**src/rtl/sdm_pkg.sv**
```systemverilog
`default_nettype none
// ============================================================================
//  Module      : sdm_pkg
//  Description : Shared constants and width helpers for the sigma-delta CIC
//                decimator.
//  Revision    : 1.0 - initial release
// ============================================================================
package sdm_pkg;

    localparam int AUDIO_W   = 16;
    localparam int CIC_ORDER = 3;

    // Register growth of an order-N CIC is N*log2(R) bits on top of the
    // 1-bit-plus-sign input.
    function automatic int cic_width(input int decim);
        return CIC_ORDER * $clog2(decim) + 1;
    endfunction

    function automatic bit decim_ok(input int decim);
        return (decim >= 32) && (decim <= 256) && ((decim & (decim - 1)) == 0);
    endfunction

endpackage
`default_nettype wire

```
**src/rtl/cic_integrator.sv**
```systemverilog
`default_nettype none
// ============================================================================
//  Module      : cic_integrator
//  Description : WIDTH-bit wrapping accumulator with enable; exposes the
//                post-add value so stages can be chained within one cycle.
//  Revision    : 1.0 - initial release
// ============================================================================
module cic_integrator #(
    parameter int WIDTH = 19
) (
    input  logic             clk,
    input  logic             rst_n,
    input  logic             i_en,
    input  logic [WIDTH-1:0] i_din,
    output logic [WIDTH-1:0] o_sum
);

    logic [WIDTH-1:0] r_acc;
    logic [WIDTH-1:0] w_sum;

    assign w_sum = r_acc + i_din;
    assign o_sum = w_sum;

    always_ff @(posedge clk) begin
        if (!rst_n) begin
            r_acc <= '0;
        end else if (i_en) begin
            r_acc <= w_sum;
        end
    end

endmodule
`default_nettype wire

```
**src/rtl/sdm_cic_decimator.sv**
```systemverilog
`default_nettype none
// ============================================================================
//  Module      : sdm_cic_decimator
//  Description : 3rd-order CIC decimator turning a 1-bit sigma-delta stream
//                into 16-bit signed PCM, one sample per DECIM accepted bits.
//  Revision    : 1.0 - initial release
// ============================================================================
module sdm_cic_decimator
    import sdm_pkg::*;
#(
    parameter int DECIM = 64
) (
    input  logic                      clk,
    input  logic                      rst_n,
    input  logic                      valid_in,
    input  logic                      sdm_in,
    output logic                      valid_out,
    output logic signed [AUDIO_W-1:0] audio_out
);

    localparam int c_w     = cic_width(DECIM);
    localparam int c_log   = $clog2(DECIM);
    localparam int c_shift = c_w - AUDIO_W;

    localparam logic [c_log-1:0]     c_last_count = c_log'(DECIM - 1);
    localparam logic [c_w-1:0]       c_plus_one   = c_w'(1);
    localparam logic [c_w-1:0]       c_min_code   = {1'b1, {(c_w-1){1'b0}}};
    localparam logic signed [c_w:0]  c_sat_hi     = (c_w+1)'(2**(AUDIO_W-1) - 1);
    localparam logic signed [c_w:0]  c_sat_lo     = ~c_sat_hi;

    generate
        if (!decim_ok(DECIM)) begin : g_bad_decim
            $fatal(1, "sdm_cic_decimator: DECIM must be a power of two in 32..256");
        end
    endgenerate

    logic [c_log-1:0] r_count;
    logic             w_frame_done;
    logic [c_w-1:0]   w_step;
    logic [c_w-1:0]   w_sum1;
    logic [c_w-1:0]   w_sum2;
    logic [c_w-1:0]   w_sum3;

    assign w_frame_done = valid_in && (r_count == c_last_count);
    assign w_step       = sdm_in ? c_plus_one : {c_w{1'b1}};

    always_ff @(posedge clk) begin
        if (!rst_n) begin
            r_count <= '0;
        end else if (valid_in) begin
            r_count <= r_count + 1'b1;
        end
    end

    cic_integrator #(.WIDTH(c_w)) u_integ1 (
        .clk   (clk),
        .rst_n (rst_n),
        .i_en  (valid_in),
        .i_din (w_step),
        .o_sum (w_sum1)
    );

    cic_integrator #(.WIDTH(c_w)) u_integ2 (
        .clk   (clk),
        .rst_n (rst_n),
        .i_en  (valid_in),
        .i_din (w_sum1),
        .o_sum (w_sum2)
    );

    cic_integrator #(.WIDTH(c_w)) u_integ3 (
        .clk   (clk),
        .rst_n (rst_n),
        .i_en  (valid_in),
        .i_din (w_sum2),
        .o_sum (w_sum3)
    );

    // Frame snapshot: integrator-3 total including the closing bit.
    logic           r_strobe;
    logic [c_w-1:0] r_snap;
    logic           r_frame_bit;

    always_ff @(posedge clk) begin
        if (!rst_n) begin
            r_strobe    <= 1'b0;
            r_snap      <= '0;
            r_frame_bit <= 1'b0;
        end else begin
            r_strobe <= w_frame_done;
            if (w_frame_done) begin
                r_snap      <= w_sum3;
                r_frame_bit <= sdm_in;
            end
        end
    end

    logic [c_w-1:0] r_d1;
    logic [c_w-1:0] r_d2;
    logic [c_w-1:0] r_d3;
    logic [c_w-1:0] w_c1;
    logic [c_w-1:0] w_c2;
    logic [c_w-1:0] w_c3;

    assign w_c1 = r_snap - r_d1;
    assign w_c2 = w_c1 - r_d2;
    assign w_c3 = w_c2 - r_d3;

    // Full-scale +1 input wraps onto the same code as full-scale -1. That code
    // is only reachable when every bit in the filter window is identical, so
    // the frame's closing bit tells which extreme it really is.
    logic signed [c_w:0] w_ext;
    logic signed [c_w:0] w_shifted;
    logic [AUDIO_W-1:0]  w_sat;

    always_comb begin
        w_ext = '0;
        if ((w_c3 == c_min_code) && r_frame_bit) begin
            w_ext = {1'b0, w_c3};
        end else begin
            w_ext = {w_c3[c_w-1], w_c3};
        end
    end

    assign w_shifted = w_ext >>> c_shift;

    always_comb begin
        w_sat = '0;
        if (w_shifted > c_sat_hi) begin
            w_sat = c_sat_hi[AUDIO_W-1:0];
        end else if (w_shifted < c_sat_lo) begin
            w_sat = c_sat_lo[AUDIO_W-1:0];
        end else begin
            w_sat = w_shifted[AUDIO_W-1:0];
        end
    end

    logic                      r_valid;
    logic signed [AUDIO_W-1:0] r_audio;

    always_ff @(posedge clk) begin
        if (!rst_n) begin
            r_d1    <= '0;
            r_d2    <= '0;
            r_d3    <= '0;
            r_valid <= 1'b0;
            r_audio <= '0;
        end else begin
            r_valid <= r_strobe;
            if (r_strobe) begin
                r_d1    <= r_snap;
                r_d2    <= w_c1;
                r_d3    <= w_c2;
                r_audio <= w_sat;
            end
        end
    end

    assign valid_out = r_valid;
    assign audio_out = r_audio;

endmodule
`default_nettype wire

```
**config.mk**
```make
export PLATFORM = sky130hd
export DESIGN_NAME = sdm_cic_decimator
export DESIGN_NICKNAME = d
export VERILOG_FILES = /design/src/rtl/sdm_pkg.sv /design/src/rtl/cic_integrator.sv /design/src/rtl/sdm_cic_decimator.sv
export SDC_FILE = /design/constraint.sdc
export NUM_CORES = 1
export LEC_CHECK = 0
export CAP_MARGIN = 0
export CORE_MARGIN = 8
export CORE_UTILIZATION = 30
export DETAILED_ROUTE_END_ITERATION = 7
export GPL_TIMING_DRIVEN = 0
export PLACE_DENSITY = 0.41
export SYNTH_ARGS = -nofsm -noshare
export SYNTH_HDL_FRONTEND = slang
export SYNTH_SLANG_ARGS = --single-unit
```
**constraint.sdc**
```tcl
create_clock -name clk -period 10.05 [get_ports clk]
set_clock_uncertainty 0.1 [all_clocks]
set_input_delay 1.005 -clock clk [delete_from_list [all_inputs] [get_ports clk]]
set_output_delay 1.005 -clock clk [all_outputs]
set_load 0.005 [all_outputs]
```
==> impl_metrics.csv, run 1 <==
group,metric,value,unit
floorplanning,start_util,0.304,
clock_tree,ctsHoldBuffers,0,
setup_path,timing.critical_path.fanout_max,18,
route,routed_wl,28.6,mm
floorplanning,design.core.area,0.0364,mm²
worst_hold_path,min_path_cells,2,
sta,setup_tns,0,ps
floorplanning,die_area,0.0433,mm²
clock_tree,cts_tree,"done",
worst_hold_path,hold_class,"flip-flop to flip-flop",
run,maxCapViolCount,0,
setup_path,critPathArrivalTime,8190,ps
sta,max_clock_freq,0.126,GHz
cells_and_area,fillers,3886,
floorplanning,die_h,208,µm
pwr,pwr-share-seq,0.264,
clock_tree,cts_buffers,17,
clock_tree,htree_num_levels,4,
clock_tree,post_cts_resized,0,
yosys,synthTopCellsByArea,"dfxtp_1, ha_1, mux2i_1, nor2b_1, xnor2_1",
pwr,p_int,1650,µW
sta,post-route-period-util,0.787,
route,first_pass_iters,5,
yosys,syn_inst,1294,
sta,rsz0062_at_grt,"no",
yosys,synth_top_area_cell,"dfxtp_1",
yosys,syn_avg_cell_area,8.55,µm²
sta,tightest_slew,1020,ps
global_routing,grt_pass1_wl,47.3,mm
setup_path,crit_type,"primary input to flip-flop",
pwr,p_switching,1170,µW
place,gp_congestion,0.795,
worst_hold_path,hold_path_end,"r_d2[17]$_SDFFE_PN0P_",
global_routing,grtUsageTotal,0.136,
yosys,yosysMostFrequentCell,"dfxtp_1",
setup_path,cp.required,10330,ps
clock_tree,clk_latency,440,ps
route,vias,8748,
place,placed_cell_area,0.0118,mm²
pwr,switching_share,0.415,
floorplanning,dieWidth,208,µm
route,ant_nets,0,
place,hpwl,22.4,mm
cells_and_area,area_growth,11.9,%
cells_and_area,post-route-cell-area,0.0124,mm²
yosys,synth_edf_count,0,
clock_tree,cts_setup_buffers,0,
global_routing,overflow,0,
setup_path,reg2reg_from,"u_integ1.r_acc[1]$_SDFFE_PN0P_",
route,drtIter0Drc,320,
worst_hold_path,hold_start,"r_d2[17]$_SDFFE_PN0P_",
pwr,power.leakage,0.00499,µW
sta,maxSlewViolCount,0,
yosys,yosys_register_bits,158,
clock_tree,clkSinkCount,158,
setup_path,r2r_slack,3690,ps
setup_path,r2r_cells,23,
yosys,netlist_area,0.0111,mm²
pwr,peakVddDrop,0.123,mV
cells_and_area,antenna-diode-count,0,
yosys,synth_commonest_cells,"dfxtp_1, ha_1, nor2b_1",
sta,hold_slack,358,ps
global_routing,grt_pass1_vias,8803,
yosys,ys_seq_area_frac,0.286,
sta,hold_viol,0,
floorplanning,fp-row-count,70,
yosys,synth_top_cell_area_share,0.286,
yosys,synthFlopType,"dfxtp_1",
route,wl_per_cell,15.8,µm
sta,setup-violations-final,0,
yosys,synth.distinct_cells,70,
route,drc_errors,0,
sta,fin_crit,7910,ps
clock_tree,clock_path_buffers,2,
sta,slew_headroom,0.322,
pwr,p_clk_frac,0.219,
global_routing,antenna_found_initial,0,
yosys,yosysWarnings,0,
floorplanning,io_pins,21,
clock_tree,cts.clk_slew.worst_paths,60,ps
route,avgViaCountPerCell,4.83,
setup_path,worstSetupStartpointType,"primary input",
setup_path,critPathCaptureType,"flip-flop",
pwr,power.share.combinational,0.518,
pwr,power,2820,µW
setup_path,reg2reg_to,"u_integ3.r_acc[18]$_SDFFE_PN0P_",
cells_and_area,final_nets,1450,
yosys,async_flop_share,0,
yosys,syn_nets,1412,
place,place.port_buffers,19,
global_routing,grt_max_degree,19,
outcome,status,"finished, final reports clean",
cells_and_area,final_layout_size_suffix_gt1_frac,0.0364,
clock_tree,root_buffer,"clkbuf_16",
pwr,power_density,228,mW/mm²
==> power groups by stage <==
stage | Sequential [µW] | Clock, µW | Combinational [µW]
floorplan | 745 | 0 | 1160
global placement | 756 | 0 | 1470
detailed placement | 756 | 0 | 1470
CTS | 744 | 647 | 1480
global route | 752 | 668 | 1660
finish | 744 | 617 | 1460
==> worst max path at each step <==
stage	startpoint	endpoint	slack (ps)	depth (start not counted)
after floorplan	sdm_in	r_snap[18]$_SDFFE_PN0P_	3750	24
after global placement	sdm_in	u_integ3.r_acc[18]$_SDFFE_PN0P_	1530	25
after detailed placement	sdm_in	r_snap[18]$_SDFFE_PN0P_	1500	25
after CTS	sdm_in	u_integ3.r_acc[18]$_SDFFE_PN0P_	1950	25
after global routing	sdm_in	r_snap[18]$_SDFFE_PN0P_	1440	25
final	sdm_in	u_integ3.r_acc[18]$_SDFFE_PN0P_	2140	25
==> per-stage QoR <==
step,util,setup WS (ps),cells
finish,0.340,2140,1813
global route,0.340,1440,1813
CTS,0.340,1950,1813
detailed placement,0.325,1500,1781
global placement,0.325,1530,1781
floorplan,-,3750,1294
==> cell families after synthesis <==
kind of cell | after synthesis | share of synthesized area
simple gates | 394 | 0.188
compound gates | 305 | 0.185
xor+xnor | 97 | 0.0787
buf+inv | 135 | 0.0465
fa+ha+maj | 114 | 0.133
flops | 158 | 0.286
mux | 91 | 0.0823
==> layout by cell type (no fill, tap or decap), types with 12 or more instances in the layout <==
master / count
dfxtp_1: 158
ha_1: 108
nor2b_1: 104
mux2i_1: 91
inv_1: 90
nand2_1: 89
a21oi_1: 71
xnor2_1: 69
nor2_1: 63
o21ai_0: 47
clkbuf_1: 34
a21o_1: 27
xor2_1: 26
nand3_1: 25
a31oi_1: 25
nor3_1: 25
clkdlybuf4s50_1: 19
a21boi_0: 18
o21a_1: 17
clkbuf_16: 17
or3_1: 14
and2_1: 13
a211oi_1: 13
o211a_1: 13
o21bai_1: 12
==> worst max-delay path: stages <==
cell	delay, ps
clkdlybuf4s50_1	590
inv_1	640
ha_1	350
a21o_1	180
a21oi_1	260
o21bai_1	120
a221oi_1	560
o21ai_0	240
o21a_1	210
nor2_1	110
xnor2_1	160
ha_1	430
nand3_1	100
a211oi_1	420
nor3_1	180
ha_1	230
or2_2	300
a2111oi_0	640
o31ai_1	240
a31oi_1	320
o21bai_1	110
a21oi_1	190
xnor2_1	140
or3_1	360
nand3_1	80
==> metal layers <==
metal	GRT usage	share of wire
met4	0.0355	0.014
met2	0.248	0.50
met1	0.160	0.46
met5	0	0
met3	0.0268	0.026
==> cell type report <==
type                       instances  area, µm²  share of cell area
buffer                            44        173              0.0139
multi-input combinational       1001       7390               0.597
inverter                          91        342              0.0276
timing repair buffer              19        190              0.0154
sequential                       158       3160               0.256
clock inverter                    10       65.1             0.00526
tap                              468        586              0.0473
clock buffer                      22        474              0.0383
==> flip-flops by register name, indices dropped and copies added (netlist names) <==
register,cells
r_d1,19
r_d2,19
r_d3,19
r_snap,19
u_integ1.r_acc,19
u_integ2.r_acc,19
u_integ3.r_acc,19
audio_out,16
r_count,6
r_frame_bit,1
r_strobe,1
valid_out,1
No activity file was read; power rests on OpenSTA's default activity.
==> inputs of run 2 (changes only) <==
- PLACE_DENSITY: 0.41 -> 0.43
- clock period: 10.05 -> 6.6 ns (I/O delays scaled with it)
==> run 2 against run 1 <==
Effect of this change:
- die area stayed put
- first-iteration DRC count shrank 31%
- sequential cell count did not move
- register-to-register slack worse by 3200 ps
- worst hold slack improved by 13 ps
- cell count rose by 0.22%
- combinational power increased by 53%
- via count increased by 0.34%
- count of clock-buffer cells in the layout decreased by 3
- total power is 54% higher
- critical path type unchanged
- critical endpoint unchanged
- largest power group unchanged
==> impl_metrics.csv, run 2 (same netlist as run 1, synthesis figures left out) <==
group,metric,value,unit
pwr,pwr-share-seq,0.259,
global_routing,overflow,0,
floorplanning,design.core.area,0.0364,mm²
setup_path,crit_type,"primary input to flip-flop",
clock_tree,cts_buffers,17,
clock_tree,cts_tree,"done",
global_routing,grt_max_degree,17,
sta,maxSlewViolCount,0,
pwr,power_density,349,mW/mm²
clock_tree,ctsHoldBuffers,0,
pwr,switching_share,0.413,
place,dp_cells,1781,
global_routing,grtUsageTotal,0.134,
place,gp_congestion,0.822,
sta,post-route-period-util,0.929,
cells_and_area,fillers,3854,
clock_tree,clk_latency,430,ps
cells_and_area,antenna-diode-count,0,
setup_path,reg2reg_from,"r_d1[1]$_SDFFE_PN0P_",
worst_hold_path,min_path_cells,2,
cells_and_area,final_layout_size_suffix_gt1_frac,0.0452,
sta,hold_viol,0,
floorplanning,start_util,0.304,
sta,max_clock_freq,0.163,GHz
route,wl_per_cell,15.6,µm
cells_and_area,final_nets,1454,
pwr,p_switching,1800,µW
pwr,power.share.combinational,0.513,
cells_and_area,final_common_cell,"dfxtp_1",
route,routed_wl,28.3,mm
pwr,peakVddDrop,0.198,mV
sta,worst_slack,468,ps
clock_tree,htree_num_levels,4,
sta,slew_headroom,0.384,
clock_tree,clock_path_buffers,2,
clock_tree,cts.clk_slew.worst_paths,70,ps
run,maxCapViolCount,0,
worst_hold_path,hold_start,"r_d2[17]$_SDFFE_PN0P_",
setup_path,cp.required,6870,ps
route,drtIter0Drc,222,
cells_and_area,final_cell_mix,"dfxtp_1, ha_1, nor2b_1",
cells_and_area,final_cells,1817,
sta,setup-violations-final,0,
sta,setup_tns,0,ps
setup_path,r2r_slack,540,ps
setup_path,critPathArrivalTime,6410,ps
route,first_pass_iters,4,
setup_path,worstSetupStartpointType,"primary input",
floorplanning,fp-row-count,70,
route,avgViaCountPerCell,4.83,
setup_path,timing.critical_path.fanout_max,6,
floorplanning,dieWidth,208,µm
floorplanning,io_pins,21,
global_routing,grt_pass1_wl,47.2,mm
floorplanning,die_area,0.0433,mm²
sta,rsz0062_at_grt,"no",
worst_hold_path,hold_class,"flip-flop to flip-flop",
sta,fin_crit,6130,ps
sta,hold_slack,371,ps
place,hpwl,22.2,mm
route,vias,8778,
setup_path,slowest_delay,420,ps
setup_path,critPathCaptureType,"flip-flop",
sta,tightest_slew,924,ps
pwr,power.leakage,0.00503,µW
cells_and_area,area_growth,12.7,%
pwr,power,4360,µW
floorplanning,die_h,208,µm
place,place.port_buffers,19,
setup_path,crit_family,"compound AO/OA/AOI/OAI gates",
setup_path,cp_slowest_cell,"ha_1",
route,ant_nets,0,
global_routing,antenna_found_initial,0,
global_routing,grt_pass1_vias,8946,
setup_path,r2r_cells,28,
clock_tree,clkSinkCount,158,
setup_path,worst-path-buf-inv,2,
clock_tree,root_buffer,"clkbuf_16",
route,drc_errors,0,
setup_path,cpMostUsedCell,"ha_1",
place,dpl_worst_slack,-1650,ps
outcome,status,"finished, final reports clean",
pwr,p_clk_frac,0.228,
setup_path,reg2reg_to,"audio_out[8]$_SDFFE_PN0P_",
pwr,p_int,2560,µW
worst_hold_path,hold_path_end,"r_d2[17]$_SDFFE_PN0P_",
run 2: what timing repair did:
item,CTS,global route
pin swaps,0,1
resized for setup,6,4
hold endpoints to repair,0,0
setup endpoints to repair,12,18
cloned,0,0
buffers inserted,2,2
run 2: how the worst max path moves through the flow:
| stage | from | end | slack, ps | cells after the start |
|---|---|---|---|---|
| 2_1_floorplan | sdm_in | r_snap[18]$_SDFFE_PN0P_ | 650 | 24 |
| 3_3_place_gp | sdm_in | u_integ3.r_acc[18]$_SDFFE_PN0P_ | -1620 | 25 |
| 3_5_place_dp | sdm_in | u_integ3.r_acc[18]$_SDFFE_PN0P_ | -1650 | 25 |
| 4_1_cts | sdm_in | u_integ3.r_acc[18]$_SDFFE_PN0P_ | 60 | 25 |
| 5_1_grt | sdm_in | u_integ3.r_acc[18]$_SDFFE_PN0P_ | 20 | 25 |
| 6_report | sdm_in | u_integ3.r_acc[18]$_SDFFE_PN0P_ | 470 | 25 |
run 2: tightest hold or removal path: stages, from the launching register on:
cell and delay (ps):
dfxtp_1 310, nand2_1 60, a21boi_1 50
run 2: stage by stage:
step / utilization / instance area, µm²
2_1_floorplan: - / 11100
3_3_place_gp: 0.325 / 11800
3_5_place_dp: 0.325 / 11800
4_1_cts: 0.342 / 12400
5_1_grt: 0.342 / 12500
6_report: 0.342 / 12500
run 2: area by class of cell:
class                           count  area (µm²)  area share
Buffer                             44         173      0.0138
Multi-Input combinational cell   1001        7410       0.595
Tap cell                          468         586      0.0470
Clock buffer                       19         443      0.0355
Inverter                           91         345      0.0277
Sequential cell                   158        3160       0.254
Timing Repair Buffer               23         215      0.0173
Clock inverter                     13         130      0.0104
run 2: power by group through the flow:
stage	Sequential [µW]	Clock [µW]	Combinational, µW
floorplan	1130	0	1770
finish	1130	992	2230
detailed placement	1150	0	2210
global route	1140	1060	2540
CTS	1130	1030	2240
global placement	1150	0	2210
run 2: layer usage:
layer / vias to the layer above / global-route usage / share of wire
li1: 4647 / - / -
met1: 4026 / 0.156 / 0.46
met2: 78 / 0.248 / 0.50
met3: 27 / 0.0231 / 0.026
met4: 0 / 0.0379 / 0.022
met5: - / 0 / 0
